[src/rtl/icache_line_fill.sv]
// ----------------------------------------------------------------------------
// icache_line_fill
//
// Refill engine that sits directly below the instruction cache. On a miss it
// accepts one line request, fetches the line as BEATS sequential word reads
// on the instruction memory bus, assembles the words into a line buffer and
// returns the line with a one-cycle ack. An icache kill abandons the fill,
// but a word read already on the bus is always allowed to finish first.
//
// Handshakes:
//   icache side : icache_req_i is held high until icache_ack_o or until the
//                 icache abandons the fill (kill, or dropping the request).
//                 icache_ack_o is a single-cycle pulse; icache_rdata_o is
//                 valid in that cycle and holds until the next fill writes
//                 its first word.
//   bus side    : bus_req_o is the valid. Once raised, bus_req_o and
//                 bus_addr_o stay constant until the cycle bus_ack_i is high
//                 (the ready/complete). bus_rdata_i is only sampled with
//                 bus_ack_i; bus_ack_i with no request outstanding is ignored.
//
// Ports:
//   clk, rst_n      clock, synchronous active-low reset
//   icache_req_i    line fill request
//   icache_addr_i   miss byte address (line offset bits ignored)
//   icache_kill_i   abandon the current fill
//   icache_rdata_o  assembled line, word k at bits [BUS_WIDTH*k +: BUS_WIDTH]
//   icache_ack_o    one-cycle line-valid pulse
//   bus_req_o       word read request
//   bus_addr_o      word byte address (0 when no request is outstanding)
//   bus_rdata_i     read data, valid with bus_ack_i
//   bus_ack_i       word read complete
//   dbg_state       FSM state for debug/checkers (0 IDLE, 1 FILL, 2 ABORT,
//                   3 DONE)
// ----------------------------------------------------------------------------
module icache_line_fill #(
  parameter int BUS_WIDTH  = 32,
  parameter int BEATS      = 4,
  parameter int LINE_WIDTH = BEATS * BUS_WIDTH,
  parameter int ADDR_WIDTH = 32
) (
  input  logic                  clk,
  input  logic                  rst_n,
  input  logic                  icache_req_i,
  input  logic [ADDR_WIDTH-1:0] icache_addr_i,
  input  logic                  icache_kill_i,
  output logic [LINE_WIDTH-1:0] icache_rdata_o,
  output logic                  icache_ack_o,
  output logic                  bus_req_o,
  output logic [ADDR_WIDTH-1:0] bus_addr_o,
  input  logic [BUS_WIDTH-1:0]  bus_rdata_i,
  input  logic                  bus_ack_i,
  output logic [1:0]            dbg_state
);

  localparam int BEAT_W     = (BEATS > 1) ? $clog2(BEATS) : 1;
  localparam int WORD_SHIFT = $clog2(BUS_WIDTH / 8);
  localparam logic [ADDR_WIDTH-1:0] OFF_MASK = ADDR_WIDTH'(LINE_WIDTH / 8 - 1);
  localparam logic [BEAT_W-1:0]     LAST_BEAT = BEAT_W'(BEATS - 1);

  typedef enum logic [1:0] {
    IDLE  = 2'd0,
    FILL  = 2'd1,
    ABORT = 2'd2,
    DONE  = 2'd3
  } state_t;

  state_t                  state, state_nxt;
  logic [BEAT_W-1:0]       beat, beat_nxt;
  logic [ADDR_WIDTH-1:0]   base, base_nxt;
  logic [LINE_WIDTH-1:0]   line_q;
  logic                    word_we;
  logic                    abandon;

  // The icache gives up on the fill either by kill or by dropping its request.
  assign abandon = icache_kill_i | ~icache_req_i;

  always_comb begin
    state_nxt    = state;
    beat_nxt     = beat;
    base_nxt     = base;
    word_we      = 1'b0;
    bus_req_o    = 1'b0;
    icache_ack_o = 1'b0;

    case (state)
      IDLE: begin
        if (icache_req_i && !icache_kill_i) begin
          base_nxt  = icache_addr_i & ~OFF_MASK;
          beat_nxt  = '0;
          state_nxt = FILL;
        end
      end

      FILL: begin
        bus_req_o = 1'b1;
        if (abandon) begin
          // A read already acked this cycle is complete, so we can leave the
          // bus at once; otherwise the read must be drained in ABORT.
          state_nxt = bus_ack_i ? IDLE : ABORT;
        end else if (bus_ack_i) begin
          word_we = 1'b1;
          if (beat == LAST_BEAT) begin
            state_nxt = DONE;
          end else begin
            beat_nxt = beat + 1'b1;
          end
        end
      end

      ABORT: begin
        // base/beat are frozen here, so the outstanding address is held.
        bus_req_o = 1'b1;
        if (bus_ack_i) begin
          state_nxt = IDLE;
        end
      end

      DONE: begin
        icache_ack_o = ~icache_kill_i;
        state_nxt    = IDLE;
      end

      default: begin
        state_nxt = IDLE;
      end
    endcase
  end

  // Beats never cross the line, so a plain add of the word offset is enough.
  assign bus_addr_o = bus_req_o ? (base + (ADDR_WIDTH'(beat) << WORD_SHIFT))
                                : '0;

  always_ff @(posedge clk) begin
    if (!rst_n) begin
      state  <= IDLE;
      beat   <= '0;
      base   <= '0;
      line_q <= '0;
    end else begin
      state <= state_nxt;
      beat  <= beat_nxt;
      base  <= base_nxt;
      for (int k = 0; k < BEATS; k++) begin
        if (word_we && (beat == BEAT_W'(k))) begin
          line_q[k*BUS_WIDTH +: BUS_WIDTH] <= bus_rdata_i;
        end
      end
    end
  end

  assign icache_rdata_o = line_q;
  assign dbg_state      = state;

endmodule

[config.mk]
export PLATFORM = sky130hd
export DESIGN_NAME = icache_line_fill
export DESIGN_NICKNAME = d
export VERILOG_FILES = /design/src/rtl/icache_line_fill.sv
export SDC_FILE = /design/constraint.sdc
export NUM_CORES = 1
export LEC_CHECK = 0
export BUFFER_PORTS_ARGS = -buffer_cell sky130_fd_sc_hd__clkbuf_2
export CAP_MARGIN = 20
export CELL_PAD_IN_SITES_DETAIL_PLACEMENT = 1
export CELL_PAD_IN_SITES_GLOBAL_PLACEMENT = 1
export CORE_MARGIN = 1
export CORE_UTILIZATION = 40
export CTS_CLUSTER_SIZE = 14
export DETAILED_ROUTE_END_ITERATION = 8
export HOLD_SLACK_MARGIN = 0.06
export PLACE_DENSITY_LB_ADDON = 0.3
export SETUP_SLACK_MARGIN = 0.15
export SLEW_MARGIN = 20
export SYNTH_ARGS = -nofsm -noshare
export SYNTH_HDL_FRONTEND = slang
export SYNTH_SLANG_ARGS = --single-unit
[constraint.sdc]
create_clock -name clk -period 5.4 [get_ports clk]
set_clock_uncertainty 0.05 [all_clocks]
set_input_delay 1.08 -clock clk [delete_from_list [all_inputs] [get_ports clk]]
set_output_delay 1.08 -clock clk [all_outputs]
set_load 0.02 [all_outputs]
# Word level (Yosys, flattened, before mapping)

Index checks and enable logic that the tools add are counted.

Register bits: 160
Output and inout port bits: 164
Logic and storage cells: 56

Add/sub/neg operators: 2
Bitwise operators: 3
Muxes and demuxes: 18
Eq/ne operators: 13
Reductions and logical operators: 13

Operator list:

| kind                  | count |
|---|---|
| $add A32 B4 Y32       | 1 |
| $mux W32              | 1 |
| $mux W2               | 10 |
| $ne A2 B2 Y1 const B  | 5 |
| $eq A2 B2 Y1 const B  | 4 |
| $pmux W2 S4           | 1 |
| $ne A3 B3 Y1 const B  | 2 |
| $logic_and A1 B1 Y1   | 5 |
| $mux W1               | 5 |
| $reduce_and A5 Y1     | 1 |
| $eq A2 B1 Y1 const B  | 2 |
| $logic_not A2 Y1      | 2 |
| $pmux W2 S2           | 1 |
| $reduce_and A4 Y1     | 1 |
| $add A2 B1 Y2 const B | 1 |
| $not A1 Y1            | 2 |
| $reduce_and A2 Y1     | 1 |
| $reduce_bool A2 Y1    | 1 |
| $reduce_or A2 Y1      | 1 |
| $logic_not A1 Y1      | 1 |
| $or A1 B1 Y1          | 1 |

# Longest topological paths before layout

Gate-level depths: netlist of the first run.

Word-level depth: 5
Mapped depth: 10
Depth with buffers taken out: 6

# Worst setup path after synthesis of the first run

No wires, ideal clock.

Path kind: register to output
Start point: reg state[0] (netlist: dbg_state[0])
End point: out bus_addr_o[10]
Arrival: 1483 ps
Slack: 2787 ps
Stages on the path, launching flop included: 5
Path through: dfxtp_1 inv_1 ha_1 clkbuf_1 and2_1

Cells in the longest elaborated chain, start to end: 4
Elaborated cells between the ends (all ways): 5
Those cells by class: eq/ne (2); mux (2); reduce/logical (1)

Ends and longest elaborated chain:

| what                                         | RTL line | text |
|---|---|---|
| start: declaration                           | 67       | `state_t state, state_nxt;` |
| start signal: assignment                     | 140      | `state <= state_nxt;` |
| $eq A2 B2 Y1 or $eq A2 B1 Y1 (tied branches) | 85       | `case (state)` |
| $reduce_or A2 Y1 (no source line) *          | -        |  |
| $mux W1 *                                    | 85       |  |
| via bus_req_o                                | 48       | `output logic bus_req_o,` |
| $mux W32 *                                   | 130      | `assign bus_addr_o = bus_req_o ? (base + (ADDR_WIDTH'(beat) << WORD_SHIFT))` |
| end: declaration                             | 49       | `output logic [ADDR_WIDTH-1:0] bus_addr_o,` |

Mark *: on every way through the listed nets, which the timed path passes. The rest lies on a longest branch.

# Worst setup path in the final report of the first run

Start point: reg state[1] (netlist: dbg_state[1])
End point: out bus_addr_o[2]

Cells in the longest elaborated chain, start to end: 4
Elaborated cells between the ends (all ways): 5
Those cells by class: eq/ne (2); mux (2); reduce/logical (1)

Ends and longest elaborated chain:

| what                                         | RTL line |
|---|---|
| $eq A2 B2 Y1 or $eq A2 B1 Y1 (tied branches) | 85 |
| $reduce_or A2 Y1 (no source line) *          | - |
| $mux W1 *                                    | 85 |
| $mux W32 *                                   | 130 |

Every way passes the cells marked *; elsewhere a longest branch is shown, timed or not.

==> results of run 1 <==
## worst max-delay path: stages, from the launching register on
cell	delay (ps)
dfxtp_1	420
inv_1	100
ha_1	800
and2_1	230
clkbuf_2	190
## through the flow
stage | util, % | power [mW]
finish | 50.93 | 2.790
global placement | 47.53 | 1.613
floorplan | - | 1.514
CTS | 50.93 | 2.825
global route | 50.93 | 2.910
detailed placement | 47.53 | 1.618
## registers in the layout, summed over array words and instances, names as in the netlist
| signal | flops |
|---|---|
| base | 28 |
| beat | 2 |
| dbg_state | 2 |
| icache_rdata_o | 128 |
## kinds of logic (layout without fill, tap and decap cells)
| family | count (synthesis) | after routing |
|---|---|---|
| adders and majority gates | 8 | 8 |
| AOI/OAI and AO/OA | 162 | 162 |
| buffers and inverters | 65 | 264 |
| and+or+nand+nor | 365 | 365 |
| muxes | 3 | 3 |
| other | 1 | 2 |
| DFF | 160 | 160 |
## where the power goes
part / internal [mW] / switching [mW] / total, mW / leakage, nW
logic: 0.124 / 0.226 / 0.350 / 1.82
registers: 1.22 / 0.0208 / 1.24 / 1.29
clock network: 0.737 / 0.466 / 1.20 / 0.283
## worst min path at each step
stage,to,slack (ps)
after floorplan,base[31],390
after global placement,base[28],400
after detailed placement,base[21],410
after CTS,base[21],410
after global routing,icache_rdata_o[123],430
final,base[21],410
## cell usage in the layout, fill, tap and decap left out, types with 3 or more instances in the layout
master	n
a21boi_0	36
ha_1	8
clkbuf_16	17
nand2_1	322
buf_4	6
clkinv_2	3
inv_1	6
mux2i_1	3
bufinv_16	3
a21boi_2	120
clkbuf_2	225
and2_2	3
and2_1	31
dfxtp_1	160
## layout make-up
class,count,area (um2)
well taps,220,275.3
clock buffers,20,456.7
fillers,2096,8224
flip-flops and latches,160,3203
clock inverters,7,113.9
repair buffers,231,1171
inverters,6,22.52
multi-input cells,540,3293
## routing by layer
metal | vias to the layer above | wire length (um) | global-route usage [%]
met5 | - | 0 | 0
met4 | 0 | 320 | 7.765
met3 | 22 | 1019 | 6.088
met2 | 145 | 9582 | 38.92
met1 | 2755 | 8565 | 26.35
li1 | 2823 | - | -
==> results.ini, run 1 <==
[run]
timing.max_cap.violations = 0

[yosys]
synth.avg_cell_area_um2 = 9.052
synth.mux.area_fraction_pct = 0.4342
yosys.cell_types.count = 29
yosysMostFrequentCell = nand2_1
synth_xor_area_share_pct = 0
synth_area_leaders = dfxtp_1 46%, a21boi_2 20%, nand2_1 17%
async_flop_share_pct = 0
synth_fa_ha_area_share_pct = 1.447
yosysSeqAreaShare_pct = 46.32
yosysWarnings = 0
synth_area_mm2 = 0.006915
synth_seq_cells = 160
synth-compound-area-share_pct = 24.12
synth_top_family_by_area = compound AO/OA/AOI/OAI gates
ys.flop_type = dfxtp_1
synth.cells.most_frequent = 322 x nand2_1, 160 x dfxtp_1, 120 x a21boi_2
synth-simple-area-share_pct = 21.51
synth_edf_count = 0
synth_top_cell_by_area = dfxtp_1
netlist.area_leader.share_pct = 46.32
syn_inst = 764

[timing]
worst_slew_pin_slew_ps = 1053
setup-tns-final_ps = 0
slew_viol_final = 0
max_slew_margin_pct = 29.81
hold_violations = 0
setup_violations = 0
max_freq_ghz = 0.3042
rsz0062_at_grt = no
setup_ws_ps = 2113
min_period_ps = 3287
period_share_pct = 60.87
hold_ws_ps = 410.3

[placement]
place_ws_ps = 2404
gp_congestion = 0.7414
place_inst = 1157
port_buffers = 226
dp_hpwl_um = 12940
dpl-instance-area_mm2 = 0.007965

[grt]
grt_remaining_overflow = 0
grt_max_degree = 107
grt_pass1_vias = 5920
grt_usage_pct = 22.36
grt_pass1_wl_um = 30950
antenna_found_initial = 0

[cells_and_area]
nNetsFinal = 1033
final_area_mm2 = 0.008536
area_delta_synth_final_pct = 23.43
drive_above_1_share_pct = 39.73
finalNonFillerCells = 1184
antenna_cells = 0

[setup_path]
critPathRequiredTime_ps = 4270
crit_start = dbg_state[1]
crit_fanout = 31
end_kind = output pin
r2r_end = icache_rdata_o[65]
r2r_slack_ps = 2910
rr_startpoint = dbg_state[1]
rr_worst_depth = 7
endpoint = bus_addr_o[2]
crit_path_start_kind = flop
cp.arrival_ps = 2160
path_class = reg2out

[clocking]
cts_made_buffers = 17
cts_setup_buffers = 0
postCtsHoldBufs = 0
clkSlewWorstSetupHoldPaths_ps = 60
post_cts_resize_count = 0
cts_tree = built
cts-root-buf = clkbuf_16
clock-sinks = 160
clk_latency_ps = 420
cts_max_path_buffers = 2
cts-htree-levels = 4

[min_path]
whs_path_depth = 2
min_from = base[21]
hold_class = reg2reg

[detailed_routing]
drtIter0Drc = 211
wl_per_cell_um = 16.46
dr.pass1.iters = 4
viasPerCell = 4.852
drc_errors = 0
antenna_left = 0
vias = 5745
wirelength_um = 19490

[die]
fp.dieH_um = 133.5
num_io_pins = 233
die_x_um = 133.5
rows = 47
start_util_pct = 41.26
core-area_mm2 = 0.01676
dieArea_mm2 = 0.01782

[power]
ir_drop_mv = 0.2111
power.density_mw_per_mm2 = 326.9
p_leak_nw = 3.391

[outcome]
status = complete, no violations

(Power assumes the default switching activity.)
==> run 2, diff against run 1 <==
- CORE_UTILIZATION: 40 -> 33
- clock period: 5.4 -> 3 ns (I/O delays scaled with it)
==> run 2 against run 1 <==
Against the previous run:
- design area increased by 2.4%
- register-to-register slack got worse by 2200 ps
- non-clock buffer count increased by 10
- clock power increased by 83%
- count of clock-buffer cells in the layout decreased by 1
- cell count increased by 5.5%
- sequential power increased by 79%
- global-route usage decreased by 3.2 points
- core utilization decreased by 8.0 points
- sequential share of layout area decreased by 0.87 points
- die area increased by 21%
==> results.ini, run 2 (synthesis gave the netlist of run 1 again) <==
[detailed_routing]
antenna_left = 0
wl_met3_um = 1204
drc_errors = 0
viasPerCell = 4.596
wl_per_cell_um = 16.07
wl_met1_um = 9074
drtIter0Drc = 150
wirelength_um = 20070
vias = 5741
wl_met2_um = 9620
dr.pass1.iters = 4
dr.max_layer_used = met4

[min_path]
min_to = base[14]
hold_class = in2reg
whs_path_depth = 3
min_from = icache_addr_i[14]

[placement]
port_buffers = 226
gp_congestion = 0.7113
dpl-instance-area_mm2 = 0.008153
place_inst = 1217
place_ws_ps = 713.3
dp_hpwl_um = 13810

[setup_path]
end_kind = output pin
path_buf_inv = 3
r2r_end = icache_rdata_o[64]
slowest_stage = dfxtp_1
crit_fanout = 31
cp.arrival_ps = 1870
cp_top_family = buffers and inverters
crit_path_start_kind = flop
path_class = reg2out
rr_worst_depth = 7
slowest_delay_ps = 430
critPathRequiredTime_ps = 2350
worstPathCellList = inv_1 > ha_1 > buf_4 > and2_1 > clkbuf_2
rr_startpoint = dbg_state[1]
r2r_slack_ps = 720

[cells_and_area]
final_area_mm2 = 0.008738
fin_util_pct = 42.91
area_delta_synth_final_pct = 26.36
final_cell_mix = 322 x nand2_1, 225 x clkbuf_2, 160 x dfxtp_1
fill_cells = 2474
final_common_cell = nand2_1
drive_above_1_share_pct = 40.55
largest_reg_flops = 128
multi_input_area_mm2 = 0.003293
nNetsFinal = 1043
antenna_cells = 0
finalNonFillerCells = 1249
seq_area_mm2 = 0.003203

[timing]
period_share_pct = 84.14
rsz0062_at_grt = no
worst_slew_pin_slew_ps = 566.3
max_freq_ghz = 0.3962
setup-tns-final_ps = 0
min_period_ps = 2524
setup_ws_ps = 475.9
max_slew_margin_pct = 62.11
slew_viol_final = 0
hold_violations = 0
setup_violations = 0

[power]
ir_drop_mv = 0.3536
power.density_mw_per_mm2 = 581.1
p_leak_nw = 3.443

[clocking]
post_cts_resize_count = 0
clk_latency_ps = 410
cts_tree = built
cts_max_path_buffers = 2
cts-htree-levels = 4
postCtsHoldBufs = 0
clock-sinks = 160
clkSlewWorstSetupHoldPaths_ps = 70
cts_setup_buffers = 0
cts_made_buffers = 17
cts-root-buf = clkbuf_16

[run]
timing.max_cap.violations = 0

[die]
dieArea_mm2 = 0.02154
start_util_pct = 33.96
num_io_pins = 233
core-area_mm2 = 0.02036
die_x_um = 146.8
rows = 52
fp.dieH_um = 146.8

[grt]
grt_pass1_wl_um = 32470
grt_max_degree = 89
grt_pass1_vias = 6003
grt_usage_pct = 19.21
grt_remaining_overflow = 0
antenna_found_initial = 0

[outcome]
status = complete, no violations

-- run 2: power breakdown --
part	total (mW)	internal (mW)	switching [mW]
clock network	2.20	1.25	0.952
logic	0.655	0.237	0.417
registers	2.22	2.19	0.0375
-- run 2: per-layer routing --
metal	global-route usage, %	vias to the layer above
met3	5.404	12
met5	0	-
li1	-	2841
met2	32.32	146
met1	24.07	2742
met4	4.948	0
-- run 2: worst min-delay path: cells and delay by family --
| kind | cells | cell delay, ps |
|---|---|---|
| AND/OR/NAND/NOR | 1 | 40 |
| AO/OA/AOI/OAI | 1 | 60 |
| buffers and inverters | 1 | 80 |
-- run 2: worst max path at each step --
stage	slack [ps]	depth (start not counted)	end	startpoint
4_1_cts	450	5	bus_addr_o[22]	dbg_state[1]
3_3_place_gp	760	7	icache_rdata_o[96]	dbg_state[1]
6_report	480	5	bus_addr_o[22]	dbg_state[1]
3_5_place_dp	710	7	icache_rdata_o[64]	dbg_state[1]
5_1_grt	340	5	bus_addr_o[2]	dbg_state[1]
2_1_floorplan	870	4	bus_addr_o[10]	dbg_state[0]
-- run 2: final cells by class --
cell class	count	share of cell area (%)
multi-input cells	540	37.69
repair buffers	241	14.83
inverters	6	0.2577
clock buffers	19	4.954
well taps	270	3.866
clock inverters	13	1.747
flip-flops and latches	160	36.66
-- run 2: per-stage QoR --
step                      total power, mW  hold WS, ps
final                               5.078        357.3
after global routing                5.312        360.0
after CTS                           5.158        338.8
after detailed placement            2.940        405.0
after global placement              2.932        397.3
after floorplan                     2.726        388.8
==> run 3, diff against run 2 <==
- clock period: 3 -> 2.3 ns (I/O delays scaled with it)
==> run 3 against run 2 <==
Against the previous run:
- register-to-register slack worse by 350 ps
- sequential power up 31%
- design area up 4.9%
- die area unchanged
- critical path type unchanged
- critical endpoint is now bus_addr_o[10]
- highest routed layer unchanged
==> results.ini, run 3 (synthesis gave the netlist of run 1 again) <==
[outcome]
status = complete, no violations

[clocking]
cts_tree = built
cts-root-buf = clkbuf_16
clock-sinks = 160
cts_max_path_buffers = 2
clkSlewWorstSetupHoldPaths_ps = 70
clk_latency_ps = 410
cts_made_buffers = 17
cts-htree-levels = 4

[cells_and_area]
drive_above_1_share_pct = 43.61
antenna_cells = 0
finalNonFillerCells = 1263
fill_cells = 2444
final_cell_mix = 322 x nand2_1, 196 x clkbuf_2, 158 x dfxtp_1
area_delta_synth_final_pct = 32.59
nNetsFinal = 1058
largest_reg_flops = 128
final_common_cell = nand2_1

[power]
p_leak_nw = 3.627
ir_drop_mv = 0.4309
p_total_mw = 7.064
power.density_mw_per_mm2 = 770.4

[setup_path]
cp.arrival_ps = 1600
crit_fanout = 7
crit_path_start_kind = flop
r2r_slack_ps = 370
r2r_end = icache_rdata_o[71]
end_kind = output pin
critPathRequiredTime_ps = 1790
rr_startpoint = dbg_state[0]
path_class = reg2out
rr_worst_depth = 7

[timing]
rsz0062_at_grt = yes
min_period_ps = 2114
setup_ws_ps = 186.1
period_share_pct = 91.91
hold_violations = 0
slew_viol_final = 0
setup-tns-final_ps = 0
setup_violations = 0
max_freq_ghz = 0.4731
worst_slew_pin_slew_ps = 598.4
max_slew_margin_pct = 60.11

[detailed_routing]
wl_met2_um = 9815
wirelength_um = 20720
antenna_left = 0
drtIter0Drc = 151
dr.max_layer_used = met4
wl_met3_um = 1283
wl_per_cell_um = 16.41
vias = 5864
wl_met1_um = 9365
viasPerCell = 4.643
dr.pass1.iters = 4
drc_errors = 0

[grt]
grt_usage_pct = 19.27
antenna_found_initial = 0
grt_pass1_wl_um = 32360
grt_pass1_vias = 6040
grt_max_degree = 56
grt_remaining_overflow = 0

[die]
dieArea_mm2 = 0.02154
start_util_pct = 33.96
die_x_um = 146.8
fp.dieH_um = 146.8
rows = 52
core-area_mm2 = 0.02036
num_io_pins = 233

[placement]
port_buffers = 226
dp_hpwl_um = 13950
place_ws_ps = 276.7
gp_congestion = 0.7224
place_inst = 1227

[run]
timing.max_cap.violations = 0

[min_path]
min_from = icache_addr_i[28]
min_to = base[28]
whs_path_depth = 3
hold_class = in2reg

## run 3: worst max-delay path: stages, from the launching register on
cell       delay, ps
dfxtp_4          360
inv_4             40
ha_4             340
clkbuf_16        170
and2_4           140
clkbuf_8         130
## run 3: layout make-up
type / instances / area [um2] / share of cell area [%]
inverter: 6 / 25.02 / 0.2729
timing repair buffer: 256 / 1663 / 18.14
multi-input combinational: 540 / 3342 / 36.45
clock inverter: 13 / 151.4 / 1.651
clock buffer: 18 / 439.2 / 4.790
sequential: 160 / 3211 / 35.02
tap: 270 / 337.8 / 3.684
## run 3: how the worst max path moves through the flow
stage	start	endpoint	slack (ps)	depth (start not counted)
floorplan	dbg_state[0]	bus_addr_o[10]	310	4
global placement	dbg_state[1]	icache_rdata_o[51]	320	7
detailed placement	dbg_state[1]	icache_rdata_o[76]	280	7
CTS	dbg_state[0]	bus_addr_o[3]	140	5
global route	dbg_state[1]	bus_addr_o[15]	130	5
finish	dbg_state[1]	bus_addr_o[10]	190	5
## run 3: per-layer routing
layer / GRT usage (%) / up-vias
met2: 32.25 / 162
met1: 23.53 / 2809
li1: - / 2877
met5: 0 / -
met4: 5.625 / 0
met3: 6.180 / 16
## run 3: timing repair
item                                    4_1_cts  5_1_grt
endpoints found under the setup margin       31       23
setup buffers                                 2        0
resized for setup                            22       72
pin swaps                                     1        9
cloned                                        1        2
hold buffers                                  0        0
## run 3: per-stage QoR
stage	utilization (%)	area [um2]	hold slack (ps)
floorplan	-	6919	388.8
detailed placement	40.65	8278	403.4
global placement	40.65	8278	396.5
CTS	44.15	8991	195.7
finish	45.02	9169	214.5
global route	45.02	9169	204.3
## run 3: power breakdown
group          switching [mW]  internal, mW  total [mW]  leakage (nW)
Clock                    1.25          1.65        2.90         0.282
Combinational           0.662         0.598        1.26          2.05
Sequential             0.0439          2.86        2.90          1.29
Total                    1.96          5.11        7.06          3.63
